==> src/rtl/sfifo_if_gen2.sv <==
// Wishbone slave for the motion sync FIFO, base-period tick, DOUT accumulators and DIN inputs.
// Prefetches one SFIFO word; stalled DI reads end in wb_err_o after TIMEOUT cycles.
module sfifo_if_gen2 #(
   parameter int unsigned WB_AW    = 5,
   parameter int unsigned WB_DW    = 32,
   parameter int unsigned SFIFO_DW = 16,
   parameter int unsigned DOUT_W   = 8,
   parameter int unsigned DIN_W    = 16,
   parameter int unsigned TIMEOUT  = 1024
) (
   input  logic                wb_clk_i,
   input  logic                wb_rst_n_i,
   input  logic                wb_cyc_i,
   input  logic                wb_stb_i,
   input  logic                wb_we_i,
   input  logic [3:0]          wb_sel_i,
   input  logic [WB_AW-3:0]    wb_adr_i,
   input  logic [WB_DW-1:0]    wb_dat_i,
   output logic [WB_DW-1:0]    wb_dat_o,
   output logic                wb_ack_o,
   output logic                wb_err_o,
   output logic                sfifo_rd_o,
   input  logic                sfifo_empty_i,
   input  logic [SFIFO_DW-1:0] sfifo_di,
   input  logic                sfifo_bp_tick_i,
   output logic [DOUT_W-1:0]   dout_set_o,
   output logic [DOUT_W-1:0]   dout_rst_o,
   input  logic [DIN_W-1:0]    din_i
);

   localparam int unsigned CntW = (TIMEOUT > 1) ? $clog2(TIMEOUT) : 1;

   localparam logic [2:0] AdrBpTick    = 3'd0;
   localparam logic [2:0] AdrStatus    = 3'd1;
   localparam logic [2:0] AdrDi        = 3'd2;
   localparam logic [2:0] AdrDout      = 3'd3;
   localparam logic [2:0] AdrDin       = 3'd4;
   localparam logic [2:0] AdrRise      = 3'd5;
   localparam logic [2:0] AdrFall      = 3'd6;
   localparam logic [2:0] AdrDoutState = 3'd7;

   logic                ack_q, ack_d, err_q, err_d;
   logic [WB_DW-1:0]    dat_q, dat_d;
   logic                rd_q, rd_d, cap_q;
   logic [SFIFO_DW-1:0] buf_q, buf_d;
   logic                bufv_q, bufv_d;
   logic [CntW-1:0]     cnt_q, cnt_d;
   logic                sticky_q, sticky_d;
   logic                bp_s1_q, bp_s2_q, bp_prev_q, bp_pulse;
   logic [31:0]         bp_cnt_q, bp_cnt_d;
   logic [DOUT_W-1:0]   set_acc_q, set_acc_d, rst_acc_q, rst_acc_d;
   logic [DOUT_W-1:0]   dout_set_q, dout_set_d, dout_rst_q, dout_rst_d;
   logic [DIN_W-1:0]    din_s1_q, din_s2_q, din_h_q;
   logic [DIN_W-1:0]    rise_q, rise_d, fall_q, fall_d;
   logic                rise_clr, fall_clr;
   logic                req, acc;
   logic                unused_bits;

   assign unused_bits = ^{wb_sel_i[2:0], wb_dat_i[23:2], wb_dat_i[0]};

   assign req      = wb_cyc_i & wb_stb_i;
   // Block acceptance while a response is on the bus so each access sees exactly one.
   assign acc      = req & ~ack_q & ~err_q;
   assign bp_pulse = bp_s2_q & ~bp_prev_q;

   always_comb begin
      ack_d      = 1'b0;
      err_d      = 1'b0;
      dat_d      = '0;
      cnt_d      = cnt_q;
      sticky_d   = sticky_q;
      buf_d      = buf_q;
      bufv_d     = bufv_q;
      bp_cnt_d   = bp_cnt_q;
      set_acc_d  = set_acc_q;
      rst_acc_d  = rst_acc_q;
      dout_set_d = dout_set_q;
      dout_rst_d = dout_rst_q;
      rise_clr   = 1'b0;
      fall_clr   = 1'b0;

      if (cap_q) begin
         buf_d  = sfifo_di;
         bufv_d = 1'b1;
      end

      // Accumulators clear first so a same-cycle command lands in the next period.
      if (bp_pulse) begin
         dout_set_d = set_acc_q;
         dout_rst_d = rst_acc_q;
         set_acc_d  = '0;
         rst_acc_d  = '0;
         bp_cnt_d   = bp_cnt_q + 32'd1;
      end

      if (!req) begin
         cnt_d = '0;
      end

      if (acc) begin
         if (wb_adr_i == AdrDi && !wb_we_i) begin
            if (bufv_q) begin
               ack_d  = 1'b1;
               dat_d  = WB_DW'(buf_q) << (WB_DW - SFIFO_DW);
               bufv_d = 1'b0;
               cnt_d  = '0;
            end else if (TIMEOUT != 0 && cnt_q == CntW'(TIMEOUT - 1)) begin
               err_d    = 1'b1;
               sticky_d = 1'b1;
               cnt_d    = '0;
            end else if (TIMEOUT != 0) begin
               cnt_d = cnt_q + CntW'(1);
            end
         end else begin
            ack_d = 1'b1;
            if (wb_we_i) begin
               if (wb_adr_i == AdrStatus && wb_dat_i[1]) begin
                  sticky_d = 1'b0;
               end
               if (wb_adr_i == AdrDout && wb_sel_i[3] && wb_dat_i[31]) begin
                  for (int unsigned i = 0; i < DOUT_W; i++) begin
                     if (wb_dat_i[29:24] == 6'(i)) begin
                        set_acc_d[i] = wb_dat_i[30];
                        rst_acc_d[i] = ~wb_dat_i[30];
                     end
                  end
               end
            end else begin
               case (wb_adr_i)
                  AdrBpTick:    dat_d = WB_DW'(bp_cnt_q);
                  AdrStatus:    dat_d = WB_DW'({sticky_q, ~bufv_q});
                  AdrDin:       dat_d = WB_DW'(din_s2_q);
                  AdrRise: begin
                     dat_d    = WB_DW'(rise_q);
                     rise_clr = 1'b1;
                  end
                  AdrFall: begin
                     dat_d    = WB_DW'(fall_q);
                     fall_clr = 1'b1;
                  end
                  AdrDoutState: dat_d = WB_DW'(dout_set_q);
                  default:      dat_d = '0;
               endcase
            end
         end
      end

      rise_d = (rise_clr ? '0 : rise_q) | (din_s2_q & ~din_h_q);
      fall_d = (fall_clr ? '0 : fall_q) | (~din_s2_q & din_h_q);

      // One pop outstanding at most: wait out both the pop and the capture cycle.
      rd_d = ~bufv_d & ~rd_q & ~cap_q & ~sfifo_empty_i;
   end

   always_ff @(posedge wb_clk_i or negedge wb_rst_n_i) begin
      if (!wb_rst_n_i) begin
         ack_q      <= 1'b0;
         err_q      <= 1'b0;
         dat_q      <= '0;
         rd_q       <= 1'b0;
         cap_q      <= 1'b0;
         buf_q      <= '0;
         bufv_q     <= 1'b0;
         cnt_q      <= '0;
         sticky_q   <= 1'b0;
         bp_s1_q    <= 1'b1;
         bp_s2_q    <= 1'b1;
         bp_prev_q  <= 1'b1;
         bp_cnt_q   <= '0;
         set_acc_q  <= '0;
         rst_acc_q  <= '0;
         dout_set_q <= '0;
         dout_rst_q <= '0;
         din_s1_q   <= '0;
         din_s2_q   <= '0;
         din_h_q    <= '0;
         rise_q     <= '0;
         fall_q     <= '0;
      end else begin
         ack_q      <= ack_d;
         err_q      <= err_d;
         dat_q      <= dat_d;
         rd_q       <= rd_d;
         cap_q      <= rd_q;
         buf_q      <= buf_d;
         bufv_q     <= bufv_d;
         cnt_q      <= cnt_d;
         sticky_q   <= sticky_d;
         bp_s1_q    <= sfifo_bp_tick_i;
         bp_s2_q    <= bp_s1_q;
         bp_prev_q  <= bp_s2_q;
         bp_cnt_q   <= bp_cnt_d;
         set_acc_q  <= set_acc_d;
         rst_acc_q  <= rst_acc_d;
         dout_set_q <= dout_set_d;
         dout_rst_q <= dout_rst_d;
         din_s1_q   <= din_i;
         din_s2_q   <= din_s1_q;
         din_h_q    <= din_s2_q;
         rise_q     <= rise_d;
         fall_q     <= fall_d;
      end
   end

   assign wb_ack_o   = ack_q;
   assign wb_err_o   = err_q;
   assign wb_dat_o   = dat_q;
   assign sfifo_rd_o = rd_q;
   assign dout_set_o = dout_set_q;
   assign dout_rst_o = dout_rst_q;

endmodule

==> config.mk <==
export PLATFORM = sky130hd
export DESIGN_NAME = sfifo_if_gen2
export DESIGN_NICKNAME = d
export VERILOG_FILES = /design/src/rtl/sfifo_if_gen2.sv
export SDC_FILE = /design/constraint.sdc
export NUM_CORES = 1
export LEC_CHECK = 0
export BUFFER_PORTS_ARGS = -buffer_cell sky130_fd_sc_hd__buf_2
export CAP_MARGIN = 40
export CORE_ASPECT_RATIO = 1.4
export CORE_MARGIN = 2
export CORE_UTILIZATION = 60
export DETAILED_ROUTE_END_ITERATION = 6
export GPL_TIMING_DRIVEN = 0
export PLACE_DENSITY = 0.83
export SLEW_MARGIN = 20
export SYNTH_ARGS = -nofsm -noshare
export SYNTH_HDL_FRONTEND = slang
export SYNTH_SLANG_ARGS = --single-unit
==> constraint.sdc <==
create_clock -name wb_clk_i -period 2.92 [get_ports wb_clk_i]
set_clock_uncertainty 0.15 [all_clocks]
set_input_delay 0.584 -clock wb_clk_i [delete_from_list [all_inputs] [get_ports wb_clk_i]]
set_output_delay 0.584 -clock wb_clk_i [all_outputs]
set_load 0.02 [all_outputs]
# == Yosys cells after proc, flatten, opt, wreduce, memory -nomap -nowiden ==
# Cells that the tools add are included.
# totals
output_inout_bits,51
ff_bits,211
wordCells,135
inputBits,78
# classes
n_eq_ne,17
n_reduce_logical,10
addsub,2
muxes,62
n_bitwise,22
# ops
cell,count
case mux 32 bit (6 select lines),1
two-way mux 32 bit,4
two-way mux 8 bit,10
two-way mux 10 bit,5
two-way mux 1 bit,40
adder 32 x 1 -> 32 bit (second input constant),1
AND 16 bit,2
two-way mux 16 bit,2
inverter 16 bit,2
OR 16 bit,2
== test 6 x 3 -> 1 bit (second input constant),4
== test 3 bit (second input constant),4
== test 6 x 2 -> 1 bit (second input constant),2
adder 10 x 1 -> 10 bit (second input constant),1
== test 10 bit (second input constant),1
inverter 1 bit,9
AND 1 bit,7
== test 3 x 2 -> 1 bit (second input constant),2
== test 6 x 1 -> 1 bit (second input constant),1
zero test 6 bit,1
AND reduction 5 bit,1
logical AND 1 bit,4
nonzero test 2 bit,2
== test 3 x 1 -> 1 bit (second input constant),1
other kinds (4),4

# == Logic depth before layout (Yosys ltp) ==
# logic_depth
ltp_word,8
depth_mapped,7
ltp_nobuf,5

# == Least setup slack after synthesis ==
# No wires, ideal clock.
# synth_path
kind,in2reg
from,input wb_adr_i[0]
to,register cnt_q[5]
setup_ns,0.083
t_arrival_ns,2.265
path_stages,6
n_path_buf,2
path_slack_ns,0.422
required_ns,2.687
path_cell_list,buf_2 > or4b_4 > or3_1 > buf_2 > or4_1 > o21ai_0
# synth_between
elab_chain_cells,4
# synth_rtl
element,line_no,text
start: declaration,17,"input logic [WB_AW-3:0] wb_adr_i,"
== test 3 x 2 -> 1 bit,101,if (wb_adr_i == AdrDi && !wb_we_i) begin
logical AND 1 bit,101,
two-way mux 10 bit,101,
two-way mux 10 bit,100,if (acc) begin
named net cnt_d[5],47,"logic [CntW-1:0] cnt_q, cnt_d;"
end signal: assignment,187,cnt_q <= cnt_d;
end: declaration,47,
# The timed path passes the listed nets, and every way through them passes these cells.
# A chain may end at the register's enable or synchronous reset.

# == Worst setup path after layout ==
# layout_path
from,input wb_adr_i[2]
to,register dat_q[6] (netlist: wb_dat_o[6])
# layout_between
elab_chain_cells,5
elab_cells_between_ends,12
cone_classes,eq/ne (6); mux (4); reduce/logical (2)
# layout_rtl
element,line_no,text
"== test 3 bit, or another cell as far along",129,case (wb_adr_i)
case mux 32 bit (6 select lines),129,
two-way mux 32 bit,116,if (wb_we_i) begin
two-way mux 32 bit *,101,
two-way mux 32 bit *,100,
named net dat_d[6],43,"logic [WB_DW-1:0] dat_q, dat_d;"
end signal: assignment,182,dat_q <= dat_d;
end: declaration,43,
# The timed path passes the listed nets; every way through them passes the cells marked *.

==> out/results.ini <==
[drt]
drc = 0
first_iter_violations = 455
vias = 5934
ant_nets = 0
wl_um = 18490
viasPerCell = 5.869
post_drt_wl_per_cell_um = 18.29
firstDrtPassIters = 5

[place]
gp_congestion = 0.8379
place_inst = 974
port-buffer-count = 99
place_hpwl_um = 12480
place_ws_ns = -0.07730

[layout]
antennaDiodeCount = 0
fin_nets = 896
layout.cells.non_filler = 1011
drive_gt1_share_pct = 19.54
area_delta_synth_final_pct = 17.90

[worst_setup_path]
slowest_delay_ns = 0.74
crit_chain = buf_2 > clkbuf_1 > nor3b_1 > clkbuf_1 > a22oi_1 > a21oi_1
required_ns = 3.13
start_kind = input pin
path_max_fanout = 10
path_common_cell = clkbuf_1
rrSetupSlack_ns = 0.41
endpoint_kind = flop
crit_slowest_cell = nor3b_1
critPathKind = input pin to flop
arrival_ns = 2.84

[clock_network]
ctsRootBufferMaster = clkbuf_16
ctsHoldBuffers = 1
cts_setup_buffers = 0
cts_buffers = 20
cts_resized = 0
cts_tree = yes
h-tree-depth = 1
clock-sinks = 211
clk_latency_ns = 0.50
path_clk_slew_ns = 0.06
clockBufferDepth = 3

[floorplanning]
io_pins = 129
num_rows = 50
die_h_um = 142.5
core_um2 = 13390
dieWidth_um = 103.0
start_util_pct = 61.45
die-area_um2 = 14680

[synthesis]
synth_area_um2 = 8227
yosys_warnings = 0
ys_seq_area_share_pct = 64.23
synth_top_area_share_pct = 63.27
synth_edf_count = 0
synthArstFlopShare_pct = 100.0
synthTopCellsByArea = dfrtp_1 (63%), nand2_1 (4.2%), mux2i_1 (2.9%)
synth_ff_type = dfrtp_1
syn_area_per_cell_um2 = 11.94
synth_cells = 689
synth_cell_types = 54
synth_fp_nets = 769
yosysTopAreaCell = dfrtp_1
ys_ff_latch = 211

[hold_path]
hold_class = input pin to flop

[timing]
setup_slack_ns = 0.2917
setup_viol = 0
rsz0062_at_grt = false
slew_headroom_pct = 44.17
hold_viol = 0
worstMarginPinSlew_ns = 0.8357
fmaxAchievable_mhz = 380.5
fin_crit_ns = 2.628
fin_setup_tns_ns = 0
fin_crit_sh_pct = 90.01
report.final.slew_viol_count = 0

[global_routing]
grt_max_degree = 78
antenna_found_initial = 0
grt_first_pass_wirelength_um = 30310
grt-ovfl-total = 0
globalRouteTotalUtil_pct = 26.12
grt_pass1_vias = 6156

[run]
cap_violations = 0

[run_status]
outcome = completed

[power_and_ir_drop]
leakagePower_uw = 0.004586
vdd_drop_max_v = 0.0004963
cellPowerDensity_nw_per_um2 = 661.1

## through the flow
stage | utilization [%] | hold WS, ns | instance area [µm²] | power, µW
after floorplan | - | 0.1384 | 8227 | 3650
after global routing | 72.45 | 0.03100 | 9699 | 6648
after global placement | 66.85 | 0.1818 | 8950 | 3844
final | 72.45 | 0.03832 | 9699 | 6412
after CTS | 72.41 | 0.03098 | 9694 | 6437
after detailed placement | 67.50 | 0.1863 | 9037 | 3903
## critical path: cells and delay by family
kind	cells	cell delay, ns
AND/OR/NAND/NOR	1	0.74
AO/OA/AOI/OAI	2	0.50
buffers and inverters	3	1.01
## area by class of cell
cell class | count | area [µm²]
Clock inverter | 9 | 82.58
Multi-Input combinational cell | 415 | 2696
Inverter | 30 | 112.6
Timing Repair Buffer | 105 | 598.1
Fill cell | 919 | 3689
Buffer | 33 | 133.9
Clock buffer | 26 | 564.3
Sequential cell | 211 | 5284
Tap cell | 182 | 227.7
## layout by cell type, fill, tap and decap left out, types with 5 or more instances in the layout
cell type and instances:
xor2_1 13, o2bb2ai_1 16, a31oi_1 10, a22oi_1 28, nor4_1 6, mux2i_1 24, nand3_1 17, buf_2 101
or3_1 5, dfrtp_1 208, inv_1 30, clkbuf_16 21, nor2_1 36, a22o_1 24, nor3_1 19, mux2_2 16
and4_1 8, xnor2_1 18, nand2_1 92, clkbuf_1 30, a21oi_1 24, nand4_1 11
## registers in the layout, summed over array words and instances (netlist names), 16 cells and up
register,cells
bp_cnt_q,32
buf_q,16
din_h_q,16
din_s1_q,16
din_s2_q,16
fall_q,16
rise_q,16
wb_dat_o,32
## Yosys cell counts, types with 4 or more instances
library cell  number
nor2_1            36
dfrtp_1          208
a22oi_1           28
nand3_1           17
or3_1              5
nor4_1             6
and3_1             4
and2_1             4
nor3_1            19
a31oi_1           10
xnor2_1           18
o2bb2ai_1         16
nand2_1           92
nand4_1           11
and4_1             8
mux2i_1           24
clkbuf_1          27
xor2_1            13
mux2_2            16
a21oi_1           24
inv_1             30
a22o_1            24
## logic make-up after synthesis
group	share of synthesized area (%)
buffers and inverters	2.996
xor gates and xnor gates	3.300
adders and majority gates	0.3041
DFF	64.23
muxes	5.110
and+or+nand+nor	13.19
AOI/OAI and AO/OA	10.87
## where the power goes
part / internal (µW) / switching, µW
sequential: 3140 / 153
combinational: 258 / 322
clock: 1460 / 1080
total: 4860 / 1550
## final timing paths
check,startpoint,endpoint,cells after the start
hold / removal,sfifo_bp_tick_i,bp_s1_q,1
hold reg to reg,din_s1_q[4],din_s2_q[4],0
min in group asynchronous,wb_rst_n_i,cnt_q[8],2
setup / recovery,wb_adr_i[2],wb_dat_o[6],6
max in group asynchronous,wb_rst_n_i,wb_dat_o[11],4
setup reg to reg,wb_ack_o,set_acc_q[6],5
## layer usage
layer	vias up	track usage (%)	share of wire (%)
met1	2946	32.83	39
met3	42	3.978	6.0
met2	251	45.15	52
li1	2695	-	-
met5	-	0	0
met4	0	10.04	2.8
Note: power is estimated with default switching activity, not from simulation.
